**src/rtl/gba_loader_pkg.sv**
```systemverilog
// Shared types and constants for the ROM download bridge.
// Holds the loader FSM states, the default header check values and the lane-mask helper.
package gba_loader_pkg;

    typedef enum logic [2:0] {
        StIdle,
        StCollect,
        StWrite,
        StFlush,
        StHold
    } loader_state_t;

    localparam int unsigned HdrFixedOfs = 'hB2;
    localparam logic [7:0]  HdrFixedVal = 8'h96;
    localparam int unsigned MaxBeW      = 4;

    // Byte-enable bits covered by beat number `beat` when each beat is `beat_bytes` wide.
    function automatic logic [MaxBeW-1:0] lane_mask(input int unsigned beat,
                                                    input int unsigned beat_bytes);
        return MaxBeW'(((1 << beat_bytes) - 1) << (beat * beat_bytes));
    endfunction

endpackage

```
**src/rtl/gba_loader_packer.sv**
```systemverilog
// Gathers IN_DW-bit beats into one OUT_DW-bit word, little-endian, with a per-byte valid mask.
// Unfilled lanes always read as zero so a partial word can be written as-is.
module gba_loader_packer
    import gba_loader_pkg::*;
#(
    parameter int unsigned IN_DW  = 8,
    parameter int unsigned OUT_DW = 16
) (
    input  logic                clk_i,
    input  logic                rst_ni,
    input  logic                clear_i,
    input  logic                push_i,
    input  logic [IN_DW-1:0]    data_i,
    output logic [OUT_DW-1:0]   data_o,
    output logic [OUT_DW/8-1:0] be_o,
    output logic                last_o,
    output logic                empty_o
);
    localparam int unsigned Beats     = OUT_DW / IN_DW;
    localparam int unsigned BeatBytes = IN_DW / 8;
    localparam int unsigned BeW       = OUT_DW / 8;
    localparam int unsigned CntW      = $clog2(Beats + 1);

    logic [CntW-1:0]   cnt_q, cnt_d;
    logic [OUT_DW-1:0] data_q, data_d;
    logic [BeW-1:0]    be_q, be_d;

    always_comb begin
        cnt_d  = cnt_q;
        data_d = data_q;
        be_d   = be_q;
        if (clear_i) begin
            cnt_d  = '0;
            data_d = '0;
            be_d   = '0;
        end else if (push_i) begin
            for (int unsigned k = 0; k < Beats; k++) begin
                if (cnt_q == CntW'(k)) data_d[k*IN_DW +: IN_DW] = data_i;
            end
            be_d  = be_q | BeW'(lane_mask(32'(cnt_q), BeatBytes));
            cnt_d = cnt_q + CntW'(1);
        end
    end

    always_ff @(posedge clk_i) begin
        if (!rst_ni) begin
            cnt_q  <= '0;
            data_q <= '0;
            be_q   <= '0;
        end else begin
            cnt_q  <= cnt_d;
            data_q <= data_d;
            be_q   <= be_d;
        end
    end

    assign data_o  = data_q;
    assign be_o    = be_q;
    assign last_o  = (cnt_q == CntW'(Beats - 1));
    assign empty_o = (cnt_q == '0);

endmodule

```
**src/rtl/gba_rom_loader.sv**
```systemverilog
// Bridge from the hps_io ioctl download stream to SDRAM word writes, with per-index region bases,
// a cartridge header sanity check and a core reset held until the download has settled.
module gba_rom_loader
    import gba_loader_pkg::*;
#(
    parameter int unsigned IOCTL_DW      = 8,
    parameter int unsigned MEM_DW        = 16,
    parameter int unsigned ADDR_W        = 25,
    parameter int unsigned REGION_SHIFT  = 24,
    parameter int unsigned HDR_FIXED_OFS = HdrFixedOfs,
    parameter logic [7:0]  HDR_FIXED_VAL = HdrFixedVal,
    parameter int unsigned RESET_HOLD    = 255
) (
    input  logic                clk_sys_i,
    input  logic                reset_n_i,
    input  logic                ioctl_download_i,
    input  logic [7:0]          ioctl_index_i,
    input  logic                ioctl_wr_i,
    input  logic [IOCTL_DW-1:0] ioctl_dout_i,
    output logic                ioctl_wait_o,
    output logic                mem_req_o,
    input  logic                mem_ack_i,
    output logic [ADDR_W-1:0]   mem_addr_o,
    output logic [MEM_DW-1:0]   mem_din_o,
    output logic [MEM_DW/8-1:0] mem_be_o,
    output logic [ADDR_W-1:0]   rom_bytes_o,
    output logic                hdr_ok_o,
    output logic                overrun_o,
    output logic                core_reset_o
);
    localparam int unsigned BeatBytes = IOCTL_DW / 8;
    localparam int unsigned WordBytes = MEM_DW / 8;
    localparam int unsigned CntW      = REGION_SHIFT + 1;
    localparam int unsigned HoldW     = $clog2(RESET_HOLD + 2);

    loader_state_t     state_q, state_d;
    logic              download_q, download_d;
    logic              region0_q, region0_d;
    logic [CntW-1:0]   byte_cnt_q, byte_cnt_d;
    logic [ADDR_W-1:0] addr_q, addr_d;
    logic [ADDR_W-1:0] rom_bytes_q, rom_bytes_d;
    logic [HoldW-1:0]  hold_cnt_q, hold_cnt_d;
    logic              mem_req_q, mem_req_d;
    logic              ioctl_wait_q, ioctl_wait_d;
    logic              hdr_ok_q, hdr_ok_d;
    logic              overrun_q, overrun_d;
    logic              core_reset_q, core_reset_d;

    logic              rise, start, accept, region_full, to_hold, pk_clear, pk_last, pk_empty;
    logic [ADDR_W-1:0] base;

    assign rise        = ioctl_download_i & ~download_q;
    assign start       = rise && (state_q == StIdle || state_q == StHold);
    // The top count bit marks a full region; beats are dropped from then on.
    assign region_full = byte_cnt_q[REGION_SHIFT];
    assign accept      = (state_q == StCollect) && ioctl_download_i && ioctl_wr_i &&
                         !ioctl_wait_q && !region_full;
    assign base        = ADDR_W'(ADDR_W'(ioctl_index_i) << REGION_SHIFT);

    gba_loader_packer #(
        .IN_DW  (IOCTL_DW),
        .OUT_DW (MEM_DW)
    ) u_packer (
        .clk_i   (clk_sys_i),
        .rst_ni  (reset_n_i),
        .clear_i (pk_clear),
        .push_i  (accept),
        .data_i  (ioctl_dout_i),
        .data_o  (mem_din_o),
        .be_o    (mem_be_o),
        .last_o  (pk_last),
        .empty_o (pk_empty)
    );

    always_comb begin
        state_d      = state_q;
        download_d   = ioctl_download_i;
        region0_d    = region0_q;
        byte_cnt_d   = byte_cnt_q;
        addr_d       = addr_q;
        rom_bytes_d  = rom_bytes_q;
        hold_cnt_d   = hold_cnt_q;
        mem_req_d    = mem_req_q;
        ioctl_wait_d = ioctl_wait_q;
        hdr_ok_d     = hdr_ok_q;
        overrun_d    = overrun_q;
        core_reset_d = core_reset_q;
        pk_clear     = 1'b0;
        to_hold      = 1'b0;

        if (ioctl_wr_i && !accept && state_q != StIdle && state_q != StHold) overrun_d = 1'b1;

        unique case (state_q)
            StCollect: begin
                if (accept) begin
                    byte_cnt_d = byte_cnt_q + CntW'(BeatBytes);
                    for (int unsigned j = 0; j < BeatBytes; j++) begin
                        if (region0_q && (byte_cnt_q + CntW'(j) == CntW'(HDR_FIXED_OFS))) begin
                            hdr_ok_d = (ioctl_dout_i[j*8 +: 8] == HDR_FIXED_VAL);
                        end
                    end
                    if (pk_last) begin
                        state_d      = StWrite;
                        mem_req_d    = 1'b1;
                        ioctl_wait_d = 1'b1;
                    end
                end else if (!ioctl_download_i) begin
                    if (!pk_empty) begin
                        state_d      = StFlush;
                        mem_req_d    = 1'b1;
                        ioctl_wait_d = 1'b1;
                    end else begin
                        to_hold = 1'b1;
                    end
                end
            end
            StWrite, StFlush: begin
                if (mem_ack_i) begin
                    mem_req_d    = 1'b0;
                    ioctl_wait_d = 1'b0;
                    addr_d       = addr_q + ADDR_W'(WordBytes);
                    pk_clear     = 1'b1;
                    // A full-word write leaves the packer empty, so no flush can follow it.
                    if (state_q == StFlush || !ioctl_download_i) to_hold = 1'b1;
                    else state_d = StCollect;
                end
            end
            StHold: begin
                if (hold_cnt_q <= HoldW'(1)) begin
                    hold_cnt_d   = '0;
                    core_reset_d = 1'b0;
                    state_d      = StIdle;
                end else begin
                    hold_cnt_d = hold_cnt_q - HoldW'(1);
                end
            end
            default: ;
        endcase

        if (to_hold) begin
            state_d     = StHold;
            rom_bytes_d = ADDR_W'(byte_cnt_q);
            hold_cnt_d  = HoldW'(RESET_HOLD);
        end

        if (start) begin
            state_d      = StCollect;
            region0_d    = (ioctl_index_i == 8'd0);
            addr_d       = base;
            byte_cnt_d   = '0;
            hdr_ok_d     = 1'b0;
            overrun_d    = 1'b0;
            hold_cnt_d   = HoldW'(RESET_HOLD);
            core_reset_d = 1'b1;
            pk_clear     = 1'b1;
        end
    end

    always_ff @(posedge clk_sys_i) begin
        if (!reset_n_i) begin
            state_q      <= StIdle;
            download_q   <= 1'b0;
            region0_q    <= 1'b0;
            byte_cnt_q   <= '0;
            addr_q       <= '0;
            rom_bytes_q  <= '0;
            hold_cnt_q   <= HoldW'(RESET_HOLD);
            mem_req_q    <= 1'b0;
            ioctl_wait_q <= 1'b0;
            hdr_ok_q     <= 1'b0;
            overrun_q    <= 1'b0;
            core_reset_q <= 1'b1;
        end else begin
            state_q      <= state_d;
            download_q   <= download_d;
            region0_q    <= region0_d;
            byte_cnt_q   <= byte_cnt_d;
            addr_q       <= addr_d;
            rom_bytes_q  <= rom_bytes_d;
            hold_cnt_q   <= hold_cnt_d;
            mem_req_q    <= mem_req_d;
            ioctl_wait_q <= ioctl_wait_d;
            hdr_ok_q     <= hdr_ok_d;
            overrun_q    <= overrun_d;
            core_reset_q <= core_reset_d;
        end
    end

    assign ioctl_wait_o = ioctl_wait_q;
    assign mem_req_o    = mem_req_q;
    assign mem_addr_o   = addr_q;
    assign rom_bytes_o  = rom_bytes_q;
    assign hdr_ok_o     = hdr_ok_q;
    assign overrun_o    = overrun_q;
    assign core_reset_o = core_reset_q;

endmodule
```
**config.mk**
```make
export PLATFORM = sky130hd
export DESIGN_NAME = gba_rom_loader
export DESIGN_NICKNAME = d
export VERILOG_FILES = /design/src/rtl/gba_loader_pkg.sv /design/src/rtl/gba_loader_packer.sv /design/src/rtl/gba_rom_loader.sv
export SDC_FILE = /design/constraint.sdc
export NUM_CORES = 1
export LEC_CHECK = 0
export ABC_AREA = 1
export ABC_CLOCK_PERIOD_IN_PS = 1600
export BUFFER_PORTS_ARGS = -buffer_cell sky130_fd_sc_hd__buf_2
export CORE_MARGIN = 10
export CORE_UTILIZATION = 30
export CTS_CLUSTER_DIAMETER = 40
export CTS_CLUSTER_SIZE = 10
export DETAILED_ROUTE_END_ITERATION = 6
export HOLD_SLACK_MARGIN = 0.03
export SETUP_SLACK_MARGIN = 0.5
export SLEW_MARGIN = 25
export SYNTH_ARGS = -nofsm -noshare
export SYNTH_HDL_FRONTEND = slang
export SYNTH_SLANG_ARGS = --single-unit
export TNS_END_PERCENT = 10
```
**constraint.sdc**
```tcl
create_clock -name clk_sys_i -period 1.6 [get_ports clk_sys_i]
set_input_delay 0.08 -clock clk_sys_i [delete_from_list [all_inputs] [get_ports clk_sys_i]]
set_output_delay 0.08 -clock clk_sys_i [all_outputs]
set_load 0.05 [all_outputs]
```
==> results.tsv <==
metric	value	unit
startpoint types	flip-flop	
min Tclk post-route	1.52	ns
Final Hold Vio Count	0	
final WL	17200	µm
pin count of the biggest net entering global routing	29	
sequential cell area fraction in the yosys report	42.0	%
Area Overhead vs Synth	42.2	%
Avg Inst Size Synth	7.04	µm²
Skew-Pair Late Insertion Delay	0.36	ns
CP Class	reg2reg	
Mapped Nets	787	
fin cells	1168	
fin crit share	94.9	%
IR Drop Worst-Case VDD	0.710	mV
gp weighted congestion	0.930	
most frequent cells in the layout	nand2_1, buf_2, a21oi_1, inv_1, dfxtp_1	
slowest cell on the critical path	dfxtp_2	
clock tree buffer depth	2	
total CTS buffers	9	
CP max FO	6	
max frequency	658	MHz
Nets	966	
Cells after DPL	1116	
LEAKAGE	3.27	nW
die height	153	µm
clk sink count	112	
All-Layer GR Usage	13.7	%
Synth top area share	42.0	%
status	finished clean	
WP data required	1.85	ns
hold_ws	0.0423	ns
CP Capture Type	flip-flop	
CTS root buf	clkbuf_16	
Arrival @ worst endpoint	1.77	ns
# port buffers	92	
wire per inst	14.7	µm
Area contributors post-synth	dfxtp_1, nand2_1, a21oi_1, inv_1, nor2_1	
post-DP HPWL	12200	µm
n_diodes	0	
Yosys cell types	42	
Yosys top cell by area	dfxtp_1	
MaxCap Viol Count	0	
number of remaining DRC errors	0	
Mapped Cells	759	
synthesized cell area	0.00534	mm²
Cell Pwr Density	1160	mW/mm²
crit path cell chain	nand2_4 -> nor2_4 -> nand2_2 -> nor2_4 -> nand2_2 -> nor2_4 -> nand2_2 -> o21ai_2 -> a21oi_2	
Ys Warns	0	
grt total ovfl	0	
Final Max Tran Viols	0	
number of global-route vias before repair	5215	
worst hold path class	in2reg	
DR vias	5543	
Core Rows	48	
RSZ-0062 raised after global routing	yes	
share of layout cells above drive strength 1	35.4	%
first-pass GRT wire length	26800	µm
FF+latch count, synth	112	
Routed Antenna Nets	0	
largest stage delay on the critical path	0.40	ns
commonest non-fill, non-tap cell in the layout	nand2_1	
Final Skew	0.00888	ns
Reg clk slew, reported paths	0.08	ns
Die Wd	153	µm
CTS tree	built	
Finish-stage setup viols	0	
initial antenna violation count	0	
Ports	94	
drt pass-1 iters	5	
Iteration-0 DRC Markers	317	
die area	0.0236	mm²
Avg Vias per Cell	4.75	
H-tree depth	3	
core area	0.0174	mm²
Initial Util	30.8	%
-- sequential cells by signal, summed over array words and instances (netlist names) --
| name | count |
|---|---|
| byte_cnt_q | 25 |
| rom_bytes_o | 25 |
| mem_addr_o | 24 |
| u_packer.data_o | 16 |
| hold_cnt_q | 9 |
| state_q | 3 |
| u_packer.be_o | 2 |
| u_packer.cnt_q | 2 |
| core_reset_o | 1 |
| download_q | 1 |
| hdr_ok_o | 1 |
| ioctl_wait_o | 1 |
| overrun_o | 1 |
| region0_q | 1 |
-- through the flow --
step                setup WS (ns)  util [%]  instance area (µm²)  power (W)  setup TNS, ns
detailed placement        -0.0472      37.8                 6570    0.00610        -0.0472
CTS                         0.130      41.8                 7260    0.00858              0
global placement          -0.0514      37.8                 6570    0.00609        -0.0514
floorplan                   0.103         -                 5460    0.00528              0
finish                     0.0810      43.8                 7600    0.00881              0
global route              -0.0425      43.8                 7600    0.00927         -0.163
-- cell type report --
| class | count | area (µm²) |
|---|---|---|
| clock buffers | 11 | 243 |
| multi-input cells | 537 | 3030 |
| well taps | 225 | 282 |
| inverters | 93 | 364 |
| clock inverters | 5 | 48.8 |
| repair inverters | 1 | 8.76 |
| fillers | 1787 | 9760 |
| flip-flops and latches | 112 | 2340 |
| repair buffers | 184 | 1280 |
-- where the power goes --
group          internal, W  switching [W]
clock network      0.00113        0.00114
registers          0.00307       0.000194
logic              0.00104        0.00225
total              0.00523        0.00358
-- cells in the mapped netlist (all sizes together) --
library cell    n
nand2         189
ha              7
nor3b           3
o21a            5
a41oi           1
nand3          41
clkbuf          5
a21oi          79
inv            92
a31oi           3
o21bai          2
a211oi          1
nand4          15
nor4            5
and2            1
o211ai          1
o31ai           1
nor3           25
a21boi          2
buf            14
nor2           83
o221ai          1
clkinv          1
conb            1
dfxtp         112
o21ai          58
nand3b          2
xor2            9
-- metal layers --
| metal | vias to the layer above | GRT usage [%] | share of wire, % |
|---|---|---|---|
| met4 | 0 | 4.90 | 2.2 |
| li1 | 2839 | - | - |
| met2 | 148 | 22.1 | 46 |
| met3 | 21 | 3.42 | 5.8 |
| met1 | 2535 | 17.5 | 46 |
| met5 | - | 0 | 0 |
-- path summary, 6_finish.rpt --
check                               end  slack (ns)  depth (start not counted)                 startpoint
max          byte_cnt_q[8]$_SDFFE_PP0P_        0.08                          9    state_q[0]$_SDFFE_PN0P_
max reg2reg  byte_cnt_q[8]$_SDFFE_PP0P_        0.08                          9    state_q[0]$_SDFFE_PN0P_
min reg2reg   core_reset_o$_SDFFE_PP1P_        0.45                          2  core_reset_o$_SDFFE_PP1P_
min              region0_q$_SDFFE_PN0P_        0.04                          4           ioctl_index_i[7]
-- cells by family (layout without fill, tap and decap cells) --
kind of cell | Yosys count | after routing | synth area share [%]
fa+ha+maj | 7 | 7 | 1.64
simple gates | 364 | 366 | 31.4
other cells | 1 | 1 | 0.0702
buf+inv | 112 | 294 | 8.31
compound gates | 154 | 154 | 15.2
flops | 112 | 112 | 42.0
xor+xnor | 9 | 9 | 1.48
-- repair_timing --
action	4_1_cts	5_1_grt
endpoints found under the hold margin	19	0
setup buffers	9	9
gates resized for setup	59	71
pin swaps	20	29
cloned	3	2
hold buffers	13	0
setup endpoints to repair	122	136
-- critical path: cells and delay by family, from the launching register on --
family / cells / cell delay, ns
DFF: 1 / 0.40
AOI/OAI and AO/OA: 2 / 0.17
and+or+nand+nor: 7 / 0.83
(Power assumes the default switching activity.)
